<file path="src/rtl/riscv_defines.sv">
// Shared definitions for the data-memory path.
// Holds the controller state encoding and the wait-state limit.
package riscv_defines;

    typedef logic [1:0] dmem_state_t;

    localparam dmem_state_t ST_IDLE   = 2'd0;
    localparam dmem_state_t ST_ACCESS = 2'd1;
    localparam dmem_state_t ST_WAIT   = 2'd2;
    localparam dmem_state_t ST_RESP   = 2'd3;

    localparam int WAIT_STATES_MAX = 15;

    typedef logic [3:0] wait_cnt_t;

endpackage

</file>
<file path="src/rtl/dmem_parity.sv">
// Per-byte even parity of a 32-bit word.
// Bit i is the XOR of byte i, so byte plus parity has even weight.
module dmem_parity (
    input  logic [31:0] data,
    output logic [3:0]  par
);

    assign par[0] = ^data[7:0];
    assign par[1] = ^data[15:8];
    assign par[2] = ^data[23:16];
    assign par[3] = ^data[31:24];

endmodule

</file>
<file path="src/rtl/dmem_ctrl.sv">
// Data-memory controller: LSU handshake to a single-port SRAM.
// Optional per-byte parity when DMEM_PARITY_EN is defined.
module dmem_ctrl
    import riscv_defines::*;
#(
    parameter int WAIT_STATES = 1,
    parameter int DEPTH_WORDS = 4096
) (
    input  logic        clk,
    input  logic        rst_n,
    input  logic        dmem_valid_i,
    output logic        dmem_ready_o,
    input  logic [31:0] dmem_addr_i,
    input  logic [31:0] dmem_wdata_i,
    input  logic [3:0]  dmem_we_i,
    output logic [31:0] dmem_rdata_o,
    output logic        dmem_err_o,
    output logic        sram_req_o,
    output logic [3:0]  sram_we_o,
    output logic [11:0] sram_addr_o,
    output logic [31:0] sram_wdata_o,
    input  logic [31:0] sram_rdata_i
`ifdef DMEM_PARITY_EN
    ,
    output logic [3:0]  sram_par_o,
    input  logic [3:0]  sram_par_i
`endif
);

    localparam int AW = $clog2(DEPTH_WORDS);

    dmem_state_t   state;
    wait_cnt_t     cnt;
    logic [AW-1:0] addr_q;
    logic [31:0]   wdata_q;
    logic [3:0]    we_q;
    logic [31:0]   rdata_q;
    logic          err_q;
    logic          rd_err;
    logic          is_read;

    logic unused_addr;
    assign unused_addr = ^{dmem_addr_i[31:AW+2], dmem_addr_i[1:0]};

    assign is_read = (we_q == 4'h0);

`ifdef DMEM_PARITY_EN
    logic [3:0] rd_par;

    dmem_parity u_par_wr (
        .data (wdata_q),
        .par  (sram_par_o)
    );

    dmem_parity u_par_rd (
        .data (sram_rdata_i),
        .par  (rd_par)
    );

    assign rd_err = |(rd_par ^ sram_par_i);
`else
    assign rd_err = 1'b0;
`endif

    // Request strobe and lanes only leave the block during ACCESS.
    assign sram_req_o   = (state == ST_ACCESS);
    assign sram_we_o    = sram_req_o ? we_q : 4'h0;
    assign sram_addr_o  = 12'(addr_q);
    assign sram_wdata_o = wdata_q;

    assign dmem_ready_o = (state == ST_RESP);
    assign dmem_rdata_o = rdata_q;

`ifdef DMEM_PARITY_EN
    assign dmem_err_o   = err_q & dmem_ready_o;
`else
    assign dmem_err_o   = 1'b0;
`endif

    // Transaction sequencer; read data and error latch on leaving WAIT.
    always_ff @(posedge clk or negedge rst_n) begin
        if (!rst_n) begin
            state   <= ST_IDLE;
            cnt     <= '0;
            addr_q  <= '0;
            wdata_q <= '0;
            we_q    <= '0;
            rdata_q <= '0;
            err_q   <= 1'b0;
        end else begin
            unique case (state)
                ST_IDLE: begin
                    if (dmem_valid_i) begin
                        addr_q  <= dmem_addr_i[AW+1:2];
                        wdata_q <= dmem_wdata_i;
                        we_q    <= dmem_we_i;
                        state   <= ST_ACCESS;
                    end
                end
                ST_ACCESS: begin
                    cnt   <= wait_cnt_t'(WAIT_STATES);
                    state <= ST_WAIT;
                end
                ST_WAIT: begin
                    if (cnt == '0) begin
                        state <= ST_RESP;
                        if (is_read) begin
                            rdata_q <= sram_rdata_i;
                            err_q   <= rd_err;
                        end else begin
                            err_q   <= 1'b0;
                        end
                    end else begin
                        cnt <= cnt - 4'd1;
                    end
                end
                ST_RESP: begin
                    state <= ST_IDLE;
                end
                default: begin
                    state <= ST_IDLE;
                end
            endcase
        end
    end

endmodule

</file>
<file path="config.mk">
export PLATFORM = sky130hd
export DESIGN_NAME = dmem_ctrl
export DESIGN_NICKNAME = d
export VERILOG_FILES = /design/src/rtl/riscv_defines.sv /design/src/rtl/dmem_parity.sv /design/src/rtl/dmem_ctrl.sv
export SDC_FILE = /design/constraint.sdc
export NUM_CORES = 1
export LEC_CHECK = 0
export BUFFER_PORTS_ARGS = -buffer_cell sky130_fd_sc_hd__buf_4
export CAP_MARGIN = 40
export CORE_MARGIN = 10
export CORE_UTILIZATION = 45
export DETAILED_ROUTE_END_ITERATION = 16
export GPL_ROUTABILITY_DRIVEN = 0
export HOLD_SLACK_MARGIN = 0.15
export PLACE_DENSITY = 0.91
export SLEW_MARGIN = 0
export SYNTH_ARGS = -nofsm -noshare
export SYNTH_HDL_FRONTEND = slang
export SYNTH_SLANG_ARGS = --single-unit
</file>
<file path="constraint.sdc">
create_clock -name clk -period 1.95 [get_ports clk]
set_input_delay 0.195 -clock clk [delete_from_list [all_inputs] [get_ports clk]]
set_output_delay 0.195 -clock clk [all_outputs]
set_load 0.01 [all_outputs]
</file>
Word level (Yosys, flattened, before mapping) --
Cells that the tools add are included.
Operators by class: add/subtract/negate cells 1, equality and inequality tests 6, multiplexer cells 6, reductions and logical operators 8
Operator list (count):
- $logic_not 4->1 | 2
- $mux 4 | 2
- $pmux 2 s4 | 1
- $pmux 4 s2 | 1
- $ne 2x2->1 const B | 3
- $reduce_and 2->1 | 3
- $eq 2x2->1 const B | 2
- $mux 2 | 2
- $sub 4x1->4 const B | 1
- $reduce_and 3->1 | 1
- $eq 2x1->1 const B | 1
- $logic_not 2->1 | 1
- $reduce_bool 2->1 | 1
Word-level totals: register bits 86, input bits 103, output and inout bits 83, logic and storage cells 27

Logic depth before layout (Yosys ltp) --
Gate-level depths: netlist of the first run.
word-level depth 3, gate-level depth with buffers 6, gate-level depth less buffers 5

Worst setup path after synthesis of the first run --
OpenSTA, ideal clock, no wires.
path type register to register, start point reg cnt[0], end point reg state[1], library setup time 125 ps, arrival 1591 ps, required time 1825 ps, setup slack 234 ps, stages on the path, launching flop included 6, buffers on the path 0, period minus slack after synthesis 1716 ps, path through dfrtp_1 > inv_1 > ha_1 > or3b_2 > a21oi_1 > mux2_2
On the way: cells in the longest elaborated chain, start to end 3
RTL lines:
- start: declaration | RTL line dmem_ctrl.sv:33 | wait_cnt_t cnt;
- start signal: assignment | RTL line dmem_ctrl.sv:101 | cnt <= wait_cnt_t'(WAIT_STATES);
- start signal: assignment | RTL line dmem_ctrl.sv:114 | cnt <= cnt - 4'd1;
- $logic_not 4->1 | RTL line dmem_ctrl.sv:105 | if (cnt == '0) begin
- $ne 2x2->1 (no line)
- $reduce_and 2->1 (no line)
- end signal: assignment | RTL line dmem_ctrl.sv:102 | state <= ST_WAIT;
- end signal: assignment | RTL line dmem_ctrl.sv:106 | state <= ST_RESP;
- end signal: assignment | RTL line dmem_ctrl.sv:118 | state <= ST_IDLE;
- end: declaration | RTL line dmem_ctrl.sv:32 | dmem_state_t state;
Every way passes these cells. A chain may end at the register's enable or synchronous reset.

Worst setup path after layout of the first run --
Same ends and word-level chain as after synthesis.

==> results of run 1 <==
## stage by stage
step	std cells	total power (W)	utilization [%]	hold slack, ns
floorplan	214	0.005139	-	-0.1006
global placement	476	0.006934	64.06	0.08045
detailed placement	476	0.007164	64.06	0.08968
CTS	573	0.008598	77.31	0.2358
global route	573	0.009113	77.31	0.2610
finish	573	0.008608	77.31	0.2605
## cells in the final DEF, fill, tap and decap left out, drive strengths merged, types with 2 or more instances in the layout
cell | synthesis | routed
and2 | 4 | 4
dfrtp | 86 | 86
inv | 4 | 5
dlygate4sd3 | 0 | 81
mux2 | 83 | 83
nor2b | 2 | 2
a21oi | 2 | 2
clkbuf | 0 | 10
clkinvlp | 0 | 3
ha | 7 | 7
and2b | 2 | 2
nand2 | 3 | 3
o21ai | 2 | 2
nor2 | 2 | 2
buf | 9 | 169
## state kept, by name, summed over array words and instances, names as in the netlist
| signal | cells |
|---|---|
| cnt | 4 |
| sram_wdata_o | 32 |
| sram_addr_o | 12 |
| we_q | 4 |
| dmem_rdata_o | 32 |
| state | 2 |
## what timing repair did
action                                  in CTS  in global routing
endpoints found under the setup margin       0                  0
hold endpoints to repair                   166                  0
hold buffers                                81                  0
## layout make-up
cell class / instances / share of cell area (%)
clock inverter: 6 / 1.179
sequential: 86 / 36.21
clock buffer: 10 / 2.316
timing repair buffer: 250 / 35.83
inverter: 4 / 0.2526
multi-input combinational: 115 / 22.06
tap: 102 / 2.147
## power groups by stage
| stage | Clock, W | Combinational, W | Sequential, W |
|---|---|---|---|
| after floorplan | 0 | 0.00157 | 0.00357 |
| after global placement | 0 | 0.00375 | 0.00318 |
| after detailed placement | 0 | 0.00389 | 0.00327 |
| after CTS | 0.00132 | 0.00404 | 0.00324 |
| after global routing | 0.00139 | 0.00434 | 0.00338 |
| final | 0.00127 | 0.00405 | 0.00328 |
## routing by layer
layer  up-vias  track usage, %  wire, µm
met5         -               0         0
met4         0           6.685       185
met3        15           7.080       974
met2       121           33.45      5789
met1      1373           20.75      4332
li1       1247               -         -
## Yosys cell counts, drive strengths merged
library cell / instances
or3b: 1
and2b: 2
mux2: 83
buf: 9
dfrtp: 86
ha: 7
a21oi: 2
o22ai: 1
nand3: 1
nor4: 1
nor3: 1
nand2: 3
o21ai: 2
nor2: 2
and2: 4
conb: 1
nor2b: 2
o32a: 1
inv: 4
a22o: 1
## worst register-to-register path, stage by stage (launching register included)
cell,delay [ns]
dfrtp_1,0.38
inv_1,0.10
ha_1,0.20
or3b_2,0.46
a21oi_1,0.21
mux2_2,0.35
## worst paths after layout
path                               endpoint  slack (ns)  cells past startpoint
min in group clk                   state[0]        0.30                      3
max in group asynchronous  dmem_rdata_o[26]        1.05                      3
setup reg to reg                   state[1]        0.14                      5
setup / recovery                   state[1]        0.14                      5
hold reg to reg              sram_addr_o[5]        0.51                      1
hold / removal             sram_wdata_o[10]        0.26                      2
## kinds of logic (layout without fill, tap and decap cells)
group | after synthesis | after routing | share of synthesized area, %
compound gates | 7 | 7 | 1.272
fa+ha+maj | 7 | 7 | 2.473
buf+inv | 13 | 270 | 2.296
flops | 86 | 86 | 60.76
mux | 83 | 83 | 29.57
other cells | 1 | 1 | 0.1059
simple gates | 17 | 17 | 3.532
==> flow_summary.yaml, run 1 <==
cells_and_area:
  fillers: 448
  nets: 576
  antenna_cells: 0
  syn_to_final_growth_pct: 67.79
  regArea_mm2: 0.002152
  multi_input_area_mm2: 0.001311
  post-route-cell-area_mm2: 0.005943
  drive_above_1_share_pct: 57.96
floorplanning:
  initial_core_util_pct: 46.08
  ioPinCount: 186
  fp.dieW_um: 108.7
  coreArea_mm2: 0.007687
  fp-row-count: 32
  die_area_mm2: 0.01182
  die_y_um: 108.7
timing:
  slew_violations: 0
  fmax_mhz: 551.8
  finalSetupViolCount: 0
  setup_tns_ns: 0
  finalClockSkew_ns: 0.01190
  fin_crit_sh_pct: 92.93
  final-hold-violation-count: 0
  rsz0062_at_grt: "false"
  min_period_ns: 1.812
  setup_slack_ns: 0.1378
synthesis:
  ys_ff_latch: 86
  syn-num-nets: 324
  yosysTopAreaCell: "dfrtp_1"
  synth_top_area_share_pct: 60.76
  ys_seq_area_share_pct: 60.76
  avgSynthCellArea_um2: 16.55
  yosys_warnings: 0
  synth_area_mm2: 0.003542
  ys_types: 24
  syn_inst: 214
  synthTopCellsByArea: "dfrtp_1, mux2_2, mux2_4, ha_1, buf_6"
power_and_ir_drop:
  seqPwrFrac_pct: 38.2
  max-vdd-ir-drop_mv: 0.8738
  power_frac_comb_pct: 47.1
  power.density_mw_per_mm2: 1448
  p_leak_nw: 2.932
  internal_power_w: 0.005737
  p_sw_share_pct: 33.35
  p_switching_w: 0.002871
  pwr-share-clk_pct: 14.8
global_route:
  grt_max_degree: 69
  grt_usage_pct: 19.06
  grt_pass1_vias: 3179
  grt_overflow: 0
  grt_pass1_wl_mm: 17.50
  grt_antenna_before_repair: 0
flow_run:
  maxCapViolCount: 0
setup_path:
  max_stage_delay_ns: 0.46
  critPathLaunchType: "register"
  arrival_ns: 2.04
  slowest_stage: "or3b_2"
  crit_fanout: 3
  crit_buf_inv: 1
  critical_path.cell_chain: "inv_1 -> ha_1 -> or3b_2 -> a21oi_1 -> mux2_2"
  startpoint: "cnt[0]"
  path_delay_family: "simple AND/OR/NAND/NOR gates"
  end_kind: "register"
  r2r-start: "cnt[0]"
  critPathKind: "reg -> reg"
  worstPathRequired_ns: 2.18
placement:
  hpwl_mm: 7.138
  dpl_cell_area_mm2: 0.004925
  place_ws_ns: 0.1349
  port_buffers: 164
cts:
  htreeDepth: 3
  root_buffer: "clkbuf_8"
  cts_resized: 0
  cts_sinks: 86
  cts_made_buffers: 9
  clockBufferDepth: 2
  post-cts-setup-buffer-count: 0
  cts_tree: "done"
  clock_latency_ns: 0.35
  clkTransAtPathRegs_ns: 0.09
route:
  drc: 0
  vias: 2756
  dr.pass1.iters: 4
  drt_wl_total_mm: 11.28
  drtIter0Drc: 50
  avgRoutedWirePerCell_um: 19.69
  drtAntennaViolNets: 0
  vias_per_cell: 4.810
outcome:
  status: "completed"
min_path:
  worstHoldPathType: "in -> async"
No activity file was read; power rests on OpenSTA's default activity.
==> inputs of run 2 (changes only) <==
- CORE_ASPECT_RATIO: not set -> 0.5
- PLACE_DENSITY: 0.91 -> 0.8
- SLEW_MARGIN: 0 -> not set
==> run 2 against run 1 <==
- hold slack improved by 0.085 ns
- sequential cell count did not move
- fmax fell by 2.5%
- first-iteration DRC count rose by 84%
- global-route usage rose by 0.34 points
- total power rose by 6.1%
- final area rose by 1.5%
==> flow_summary.yaml, run 2 (same netlist as run 1, synthesis figures left out) <==
outcome:
  status: "completed"
power_and_ir_drop:
  seqPwrFrac_pct: 36.1
  internal_power_w: 0.006178
  power.density_mw_per_mm2: 1514
  p_switching_w: 0.002957
  p_sw_share_pct: 32.37
  p_leak_nw: 2.975
  pwr-share-clk_pct: 18.5
  max-vdd-ir-drop_mv: 0.8203
  power_frac_comb_pct: 45.4
min_path:
  holdPathStages: 3
  hold_end: "state[0]"
  worstHoldPathType: "in -> reg"
  hold_start: "dmem_valid_i"
global_route:
  grt_pass1_wl_mm: 18.00
  grt_antenna_before_repair: 0
  grt_pass1_vias: 3146
  grt_usage_pct: 19.41
  grt_overflow: 0
  grt_max_degree: 87
floorplanning:
  die_y_um: 82.74
  die_area_mm2: 0.01204
  initial_core_util_pct: 47.31
  coreArea_mm2: 0.007487
  fp.dieW_um: 145.5
  fp-row-count: 22
  ioPinCount: 186
setup_path:
  crit_fanout: 3
  arrival_ns: 2.07
  rr_worst_depth: 5
  max_stage_delay_ns: 0.49
  slowest_stage: "or3b_2"
  r2r_slack_ns: 0.09
  critPathLaunchType: "register"
  rr_endpoint: "state[1]"
  r2r-start: "cnt[1]"
  end_kind: "register"
  worstPathRequired_ns: 2.16
  critPathKind: "reg -> reg"
  path_delay_family: "simple AND/OR/NAND/NOR gates"
  critical_path.cell_chain: "inv_1 -> ha_2 -> or3b_2 -> a21oi_2 -> mux2_2"
  crit_buf_inv: 1
cells_and_area:
  antenna_cells: 0
  final_util_pct: 80.60
  syn_to_final_growth_pct: 70.36
  final_cell_mix: "buf_4, dfrtp_1, dlygate4sd3_1"
  nets: 577
  layout.cells.most_common: "buf_4"
  drive_above_1_share_pct: 58.09
route:
  avgRoutedWirePerCell_um: 20.76
  dr.pass1.iters: 4
  drtAntennaViolNets: 0
  drt_wl_total_mm: 12.00
  vias_per_cell: 4.792
  drc: 0
  drtIter0Drc: 92
  vias: 2770
timing:
  slew_violations: 0
  fmax_mhz: 537.9
  final-hold-violation-count: 0
  min_period_ns: 1.859
  rsz0062_at_grt: "false"
  finalClockSkew_ns: 0.006108
  finalSetupViolCount: 0
  fin_crit_sh_pct: 95.34
  setup_tns_ns: 0
cts:
  cts_tree: "done"
  htreeDepth: 3
  root_buffer: "clkbuf_16"
  clockBufferDepth: 2
  post-cts-setup-buffer-count: 0
  cts_made_buffers: 9
  cts_sinks: 86
  clkTransAtPathRegs_ns: 0.06
  clock_latency_ns: 0.33
placement:
  port_buffers: 164
  hpwl_mm: 7.244
flow_run:
  maxCapViolCount: 0
[run 2: through the flow]
| stage | std cells | hold slack [ns] | total power [W] | setup WS (ns) | instance area, µm² |
|---|---|---|---|---|---|
| final | 578 | 0.3452 | 0.009135 | 0.09096 | 6035 |
| after global routing | 578 | 0.3443 | 0.009578 | 0.01450 | 6035 |
| after CTS | 578 | 0.3109 | 0.009030 | 0.06627 | 6028 |
| after detailed placement | 483 | 0.2728 | 0.007153 | 0.07332 | 4927 |
| after global placement | 483 | 0.2573 | 0.006961 | 0.1744 | 4927 |
| after floorplan | 214 | -0.1006 | 0.005139 | 0.2344 | 3542 |
[run 2: power groups by stage]
stage	Combinational (W)	Clock, W	Sequential [W]
floorplan	0.00157	0	0.00357
global placement	0.00377	0	0.00319
detailed placement	0.00391	0	0.00325
CTS	0.00407	0.00172	0.00324
global route	0.00438	0.00179	0.00341
finish	0.00415	0.00169	0.00330
[run 2: worst reg2reg max path, stage by stage (launching register included)]
cell and delay [ns]:
dfrtp_1 0.38, inv_1 0.11, ha_2 0.22, or3b_2 0.49, a21oi_2 0.19, mux2_2 0.35
[run 2: layout make-up]
| cell class | count | area, µm² |
|---|---|---|
| fill | 419 | 1453 |
| multi-input combinational | 115 | 1318 |
| tap | 108 | 135.1 |
| clock inverter | 1 | 30.03 |
| clock buffer | 13 | 260.3 |
| sequential | 86 | 2152 |
| inverter | 4 | 15.01 |
| timing repair buffer | 251 | 2125 |
[run 2: repair_timing]
action | in CTS | in global routing
hold endpoints to repair | 166 | 0
hold buffers | 81 | 0
gates resized for setup | 0 | 3
setup endpoints to repair | 0 | 1
[run 2: how the worst max path moves through the flow]
| stage | startpoint | end | slack, ns | cells past startpoint |
|---|---|---|---|---|
| finish | cnt[1] | state[1] | 0.09 | 5 |
| global route | state[0] | dmem_rdata_o[2] | 0.01 | 6 |
| CTS | cnt[0] | state[1] | 0.07 | 5 |
| detailed placement | cnt[0] | state[1] | 0.07 | 5 |
| global placement | cnt[0] | state[1] | 0.17 | 5 |
| floorplan | cnt[0] | state[1] | 0.23 | 5 |
[run 2: routing by layer]
metal	wire length [µm]	GRT usage, %	vias up
met4	376	8.116	0
met2	7214	40.35	94
li1	-	-	1250
met1	3954	18.22	1401
met5	0	0	-
met3	453	5.263	25
